--- config.mk ---
export PLATFORM = sky130hd
export DESIGN_NAME = systolic_feeder
export DESIGN_NICKNAME = d
export VERILOG_FILES = /design/src/rtl/systolic_feeder.sv
export SDC_FILE = /design/constraint.sdc
export NUM_CORES = 1
export LEC_CHECK = 0
export ABC_AREA = 0
export CORE_UTILIZATION = 62
export CTS_BUF_LIST = sky130_fd_sc_hd__clkbuf_4
export DETAILED_ROUTE_END_ITERATION = 10
export GPL_TIMING_DRIVEN = 1
export PLACE_DENSITY = 0.8
export SLEW_MARGIN = 10
export SYNTH_ARGS = -nofsm -noshare
export SYNTH_HDL_FRONTEND = slang
export SYNTH_SLANG_ARGS = --single-unit
--- constraint.sdc ---
create_clock -name clk -period 3.77 [get_ports clk]
set_input_delay 0.5655 -clock clk [delete_from_list [all_inputs] [get_ports clk]]
set_output_delay 0.5655 -clock clk [all_outputs]
set_load 0.01 [all_outputs]
--- src/rtl/systolic_feeder.sv ---
// rtl/systolic_feeder.sv - operand buffers and skewed wavefront feeder for a SIZE x SIZE systolic MAC array
// Optional cycle counter output enabled by defining FEEDER_CYCLE_CNT_EN.
module systolic_feeder #(
    parameter int SIZE = 4,
    parameter int IDXW = $clog2(SIZE)
) (
    input  logic                  clk,
    input  logic                  reset,
    input  logic                  wr_en,
    input  logic                  wr_sel,
    input  logic [IDXW-1:0]       wr_row,
    input  logic [IDXW-1:0]       wr_col,
    input  logic [7:0]            wr_data,
    input  logic                  start,
    output logic                  busy,
    output logic                  done,
    output logic                  load_en,
    output logic                  mult_en,
    output logic                  acc_en,
`ifdef FEEDER_CYCLE_CNT_EN
    output logic [15:0]           cycle_cnt,
`endif
    output logic [SIZE-1:0][7:0]  a_feed,
    output logic [SIZE-1:0][7:0]  b_feed
);

    localparam int TW    = $clog2(2 * SIZE);
    localparam int TLAST = 2 * SIZE - 2;

    typedef enum logic [1:0] {
        IDLE,
        CLEAR,
        STREAM,
        DRAIN
    } state_t;

    state_t          state;
    logic [TW-1:0]   t_cnt;
    logic [TW-1:0]   d_cnt;
    logic [TW-1:0]   t_next;
    logic [7:0]      a_buf [SIZE][SIZE];
    logic [7:0]      b_buf [SIZE][SIZE];
    logic [SIZE-1:0][7:0] a_next;
    logic [SIZE-1:0][7:0] b_next;
    logic            wr_ok;

    assign wr_ok = wr_en && !busy && (int'(wr_row) < SIZE) && (int'(wr_col) < SIZE);

    // Feed values for the wavefront step that becomes visible after the next edge.
    always_comb begin
        int k;
        k      = 0;
        t_next = (state == STREAM) ? t_cnt + TW'(1) : '0;
        a_next = '0;
        b_next = '0;
        for (int i = 0; i < SIZE; i++) begin
            k = int'(t_next) - i;
            if (k >= 0 && k < SIZE) begin
                a_next[i] = a_buf[i][k];
                b_next[i] = b_buf[k][i];
            end
        end
    end

    always_ff @(posedge clk) begin
        if (reset) begin
            state   <= IDLE;
            t_cnt   <= '0;
            d_cnt   <= '0;
            busy    <= 1'b0;
            done    <= 1'b0;
            load_en <= 1'b0;
            mult_en <= 1'b0;
            acc_en  <= 1'b0;
            a_feed  <= '0;
            b_feed  <= '0;
            for (int r = 0; r < SIZE; r++) begin
                for (int c = 0; c < SIZE; c++) begin
                    a_buf[r][c] <= 8'h00;
                    b_buf[r][c] <= 8'h00;
                end
            end
        end else begin
            if (wr_ok) begin
                if (wr_sel)
                    b_buf[wr_row][wr_col] <= wr_data;
                else
                    a_buf[wr_row][wr_col] <= wr_data;
            end
            done <= 1'b0;
            case (state)
                IDLE: begin
                    if (start) begin
                        state   <= CLEAR;
                        busy    <= 1'b1;
                        load_en <= 1'b1;
                    end
                end
                CLEAR: begin
                    state   <= STREAM;
                    t_cnt   <= '0;
                    load_en <= 1'b0;
                    mult_en <= 1'b1;
                    acc_en  <= 1'b1;
                    a_feed  <= a_next;
                    b_feed  <= b_next;
                end
                STREAM: begin
                    if (t_cnt == TW'(TLAST)) begin
                        state  <= DRAIN;
                        d_cnt  <= '0;
                        a_feed <= '0;
                        b_feed <= '0;
                    end else begin
                        t_cnt  <= t_next;
                        a_feed <= a_next;
                        b_feed <= b_next;
                    end
                end
                DRAIN: begin
                    if (d_cnt == TW'(SIZE - 1)) begin
                        state   <= IDLE;
                        busy    <= 1'b0;
                        mult_en <= 1'b0;
                        acc_en  <= 1'b0;
                        done    <= 1'b1;
                    end else begin
                        d_cnt <= d_cnt + TW'(1);
                    end
                end
                default: state <= IDLE;
            endcase
        end
    end

`ifdef FEEDER_CYCLE_CNT_EN
    always_ff @(posedge clk) begin
        if (reset) begin
            cycle_cnt <= 16'h0000;
        end else if (state == IDLE && start) begin
            cycle_cnt <= 16'h0000;
        end else if (busy && cycle_cnt != 16'hFFFF) begin
            cycle_cnt <= cycle_cnt + 16'h0001;
        end
    end
`endif

endmodule

# Word level (Yosys, flattened, before mapping)
# Memories as Yosys holds them, arrays and structs flattened.
# Index checks and enable logic that the tools add are counted.
[op_classes] addsub=5 magnitude_cmp=14 n_eq_ne=10 mux=58 n_bitwise=6 reduce_logical=22
[ops] op="2-to-1 mux 32 bit" n=8
[ops] op="2-to-1 mux 8 bit" n=17
[ops] op="greater-or-equal comparator 32 x 3 -> 1 bit (second input constant)" n=4
[ops] op="one-hot mux 32 bit (2 select lines)" n=2
[ops] op="NOT 32 bit" n=3
[ops] op="binary-select mux 8 bit (select 2 bit)" n=4
[ops] op="OR reduction 32 bit" n=2
[ops] op="NOT 3 -> 32 bit" n=1
[ops] op="demux 8 bit (select 2 bit)" n=1
[ops] op="greater-or-equal comparator 4 x 1 -> 1 bit (second input constant)" n=3
[ops] op="less-than comparator 4 bit (second input constant)" n=3
[ops] op="2-to-1 mux 3 bit" n=4
[ops] op="one-hot mux 3 bit (2 select lines)" n=2
[ops] op="2-to-1 mux 1 bit" n=11
[ops] op="2-to-1 mux 2 bit" n=5
[ops] op="nonzero test 2 bit" n=5
[ops] op="AND reduction 3 bit" n=3
[ops] op="!= test 2 bit (second input constant)" n=4
[ops] op="one-hot mux 2 bit (4 select lines)" n=1
[ops] op="subtractor 3 x 2 -> 4 bit (second input constant)" n=2
[ops] op="adder 3 x 1 -> 3 bit (second input constant)" n=2
[ops] op="logical AND 1 bit" n=6
[ops] op="one-hot mux 1 bit (2 select lines)" n=3
[ops] op="AND reduction 2 bit" n=3
[ops] op="other kinds (15)" n=16
[totals] register_bits=76 mem_bits_rw=256 inputBits=17 out_inout_bits=69 elab_cells=132 memories=2
[memory_table] name="a_buf" depth=4 word_bits=32 rd=4 rd_ports_with_merged_regs=0 write_ports=4 line="41" text="logic [7:0] a_buf [SIZE][SIZE];"
[memory_table] name="b_buf" depth=4 word_bits=32 rd=4 rd_ports_with_merged_regs=0 write_ports=4 line="42" text="logic [7:0] b_buf [SIZE][SIZE];"

# Logic depth before layout (Yosys ltp)
[depth] depth_word=10 ltp_mapped=12 depth_no_buf=9

# Worst setup path before layout
# OpenSTA, ideal clock, no wires.
[synth_timing] path_kind="reg-to-reg" start="register t_cnt[0]" end="register a_feed[10] (netlist bit)" setup_ns=0.117 t_arrival_ns=2.578 required_time_ns=3.653 setup_slack_ns=1.076 stages_incl_launch_ff=11 n_path_buf=4 period_less_slack_ns=2.694 cell_sequence="dfxtp_1 -> buf_6 -> buf_2 -> inv_1 -> ha_1 -> nor2_2 -> buf_2 -> ha_1 -> clkbuf_1 -> mux4_2 -> a22o_1"
[synth_via] elab_chain_len=10 elab_cells_between_ends=14 classes_between="2 x add/sub; 2 x order compare; 1 x eq/ne; 7 x mux; 1 x bitwise; 1 x reduce/logical"
[synth_rtl] element="start: declaration" line="38" text="logic [TW-1:0] t_cnt;"
[synth_rtl] element="start signal: assignment" line="115" text="t_cnt <= t_next;"
[synth_rtl] element="adder 3 x 1 -> 3 bit" line="53" text="t_next = (state == STREAM) ? t_cnt + TW'(1) : '0;"
[synth_rtl] element="2-to-1 mux 3 bit" line="53"
[synth_rtl] element="subtractor 3 x 1 -> 4 bit" line="57" text="k = int'(t_next) - i;"
[synth_rtl] element="NOT 32 bit (not written as such)" line="59" text="a_next[i] = a_buf[i][k];"
[synth_rtl] element="binary-select mux 8 bit (select 2 bit)" line="59"
[synth_rtl] element="2-to-1 mux 8 bit (not written as such) (2 in a row)" line="59"
[synth_rtl] element="2-to-1 mux 8 bit" line="58" text="if (k >= 0 && k < SIZE) begin"
[synth_rtl] element="2-to-1 mux 32 bit" line="109" text="if (t_cnt == TW'(TLAST)) begin"
[synth_rtl] element="one-hot mux 32 bit (2 select lines) (*)" line="91" text="case (state)"
[synth_rtl] element="end signal: assignment" line="105" text="a_feed <= a_next;"
[synth_rtl] element="end signal: assignment" line="116" text="a_feed <= a_next;"
[synth_rtl] element="end: declaration" line="23" text="output logic [SIZE-1:0][7:0] a_feed,"
# Mark *: on every way between the ends. The rest lies on a longest branch, timed or not. The select of a mux whose other input is x is not followed.
# A chain may end at the register's enable or synchronous reset.

# Worst setup path after layout
[layout_timing] start="register state[0]" end="register a_feed[25] (netlist bit)"
[layout_via] elab_chain_len=10 elab_cells_between_ends=15 classes_between="1 x add/sub; 2 x order compare; 2 x eq/ne; 7 x mux; 1 x bitwise; 2 x reduce/logical"
[layout_rtl] element="start: declaration" line="37" text="state_t state;"
[layout_rtl] element="start signal: assignment" line="67" text="state <= IDLE;"
[layout_rtl] element="start signal: assignment" line="94" text="state <= CLEAR;"
[layout_rtl] element="start signal: assignment" line="100" text="state <= STREAM;"
[layout_rtl] element="equality test 2 bit" line="53, 91"
[layout_rtl] element="2-to-1 mux 3 bit" line="53"
[layout_rtl] element="subtractor 3 x 2 -> 4 bit" line="57"
[layout_rtl] element="NOT 32 bit (not written as such)" line="59"
[layout_rtl] element="binary-select mux 8 bit (select 2 bit)" line="59"
[layout_rtl] element="2-to-1 mux 8 bit (not written as such) (2 in a row)" line="59"
[layout_rtl] element="2-to-1 mux 8 bit" line="58"
[layout_rtl] element="2-to-1 mux 32 bit" line="109"
[layout_rtl] element="one-hot mux 32 bit (2 select lines)" line="91"
# Parallel ways exist; a longest one is shown, timed or not. The select of a mux whose other input is x is not followed.

==> metrics <==
grt ovf 0; Die Area 23750 um2; hold_sp b_feed[22]; cts repair resizes 0; placed insts 1372; Clk pin slew, worst setup/hold paths 60 ps; EDFF count, synth 256; synthesized area per cell 13.75 um2; pre-CTS WS 828.2 ps; # DRC 0; Post-synth top cells and2_1, edfxtp_1, dfxtp_1, nand2_1, mux2i_1; pin count of the biggest net entering global routing 35; Async SR Flop Fraction 0%; Layout Cells excl Fill 1526; Cell Pwr Density 540.5 nW/um2; Slew Viols, Final 0; Die Width 154.1 um; unique cell type count in the Yosys netlist 41; crit path DAT 3540 ps; Synth warnings 0; final core occ 72.89%; r2r startpoint state[0]; main flop type after synthesis edfxtp_1; highest fanout seen on the critical path 34; IO buf count 85; Synth Instances 1043; initial antenna violation count 3; most frequent cell after synthesis and2_1; share of post-route cells with drive strength above 1 16.96%; Post-Syn Nets 1073; layout overhead on the synthesized area 15.07%; Hold-fix buffers, CTS 0; synthesized area 14340 um2; Fmax 0.3366 GHz; Setup violations, final 0; first-pass GRT wire length 48220 um; leakage power 6.197 nW; vias in the first global route 8943; Initial Utilization 63.35%; Clk Latency, worst-skew pair 700 ps; Post-DP HPWL 19200 um; Worst Setup Path Type reg -> reg; worst slew pin tran 1255 ps; dominant cell type by area after synthesis edfxtp_1; Clock Sinks 332; area share of the largest cell type after synthesis 53.60%; slew margin rel. 16.06%; hold_ws 464.9 ps; status finished clean; floorplan row count 55; Final Hold Viols 0; clock skew 30.66 ps; WL final 30650 um; Vias/cell 5.742; Post-CTS Setup Inserts 0; Req. time, crit path 4340 ps; VDD IR max 0.3139 mV; starting DRC count in detailed routing 600; Crit. Startpoint state[0]; DRT Pass-1 Iters 5; Max clock buf depth 3; sequential-to-total area share from yosys stat 64.21%; number of synthesized register bits 332; cts bufs inserted 82; final worst-path cycle share 78.81%; wire per inst 20.09 um; Setup crit end kind flop; routability cong. 0.7723; Max Cap Viol 0; hold crit path type reg -> reg; Root Driver clkbuf_4; ranking of synthesized cells by area edfxtp_1, and2_1, dfxtp_1; via count 8762; Routed Antenna Nets 0; Startpoint Class flop; setup TNS 0 ps; post-route minimum period 2971 ps; fin nets 1201; Core Box Area 22640 um2; H-tree depth 3; Final WS setup 798.9 ps; Ports 86; TritonCTS clock tree built; Tot GR Track Use 27.25%; RSZ-0062 raised after global routing false; Chip Height 154.1 um
[final timing paths]
path | endpoint | slack (ps) | cells past startpoint
worst max-delay path | a_feed[25] | 800 | 9
worst min-delay path | b_feed[22] | 460 | 1
worst max register to register | a_feed[25] | 800 | 9
worst min register to register | b_feed[22] | 460 | 1
[worst max-delay path, stage by stage (launching register included)]
cell,delay [ps]
dfxtp_1,350
inv_1,90
ha_1,460
inv_2,130
nor2_2,180
buf_4,390
ha_1,190
buf_4,430
mux4_2,390
a22o_1,220
[flip-flops by register name, indices dropped and copies added, names as in the netlist]
signal / count
load_en: 1
done: 1
acc_en: 1
state: 2
a_buf: 128
b_feed: 32
b_buf: 128
a_feed: 32
t_cnt: 3
busy: 1
d_cnt: 3
[through the flow]
step,instance area [um2],power [mW]
2_1_floorplan,14340,5.511
3_3_place_gp,15420,5.949
3_5_place_dp,15420,5.979
4_1_cts,16500,8.970
5_1_grt,16500,9.282
6_report,16500,8.921
[power by group]
part,switching [mW],internal (mW)
Sequential,0.0948,4.12
Combinational,0.944,0.743
Clock,1.41,1.62
Total,2.45,6.47
[metal layers]
layer  wire length [um]  up-vias  track usage, %
met2              15660      317           45.95
li1                   -     4071               -
met3               1971       82           5.947
met4                803        0           12.10
met1              12210     4292           33.98
met5                  0        -               0
[cells by family (layout without fill, tap and decap cells)]
kind of cell,Yosys count,count (layout),share of synthesized area (%)
xor gates and xnor gates,1,1,0.06108
and+or+nand+nor,443,443,17.39
DFF,332,332,64.21
other,0,3,0
AOI/OAI and AO/OA,79,79,4.885
muxes,102,102,9.919
adders and majority gates,13,13,1.134
buffers and inverters,73,268,2.408
[cell usage in the layout (no fill, tap or decap), drive strengths merged, types with 2 or more instances in the layout]
| master | count |
|---|---|
| mux2i | 69 |
| dfxtp | 76 |
| nand2b | 4 |
| a211oi | 2 |
| or2 | 33 |
| mux4 | 32 |
| o21ai | 2 |
| nand2 | 76 |
| clkinv | 14 |
| a21oi | 7 |
| and2 | 258 |
| nand3 | 4 |
| nand3b | 2 |
| clkbuf | 135 |
| nor2b | 5 |
| ha | 13 |
| nor3b | 4 |
| and3b | 2 |
| a32o | 32 |
| edfxtp | 256 |
| nor3 | 5 |
| diode | 3 |
| clkdlybuf4s50 | 84 |
| buf | 25 |
| inv | 10 |
| a22o | 32 |
| nor2 | 49 |
[cell type report]
cell class | count | area [um2]
flip-flops and latches | 332 | 9210
fillers | 1443 | 6137
multi-input cells | 638 | 4796
repair buffers | 109 | 1026
clock buffers | 135 | 1013
well taps | 285 | 356.6
clock inverters | 16 | 62.56
inverters | 8 | 31.28
diodes | 3 | 7.507
No activity file was read; power rests on OpenSTA's default activity.
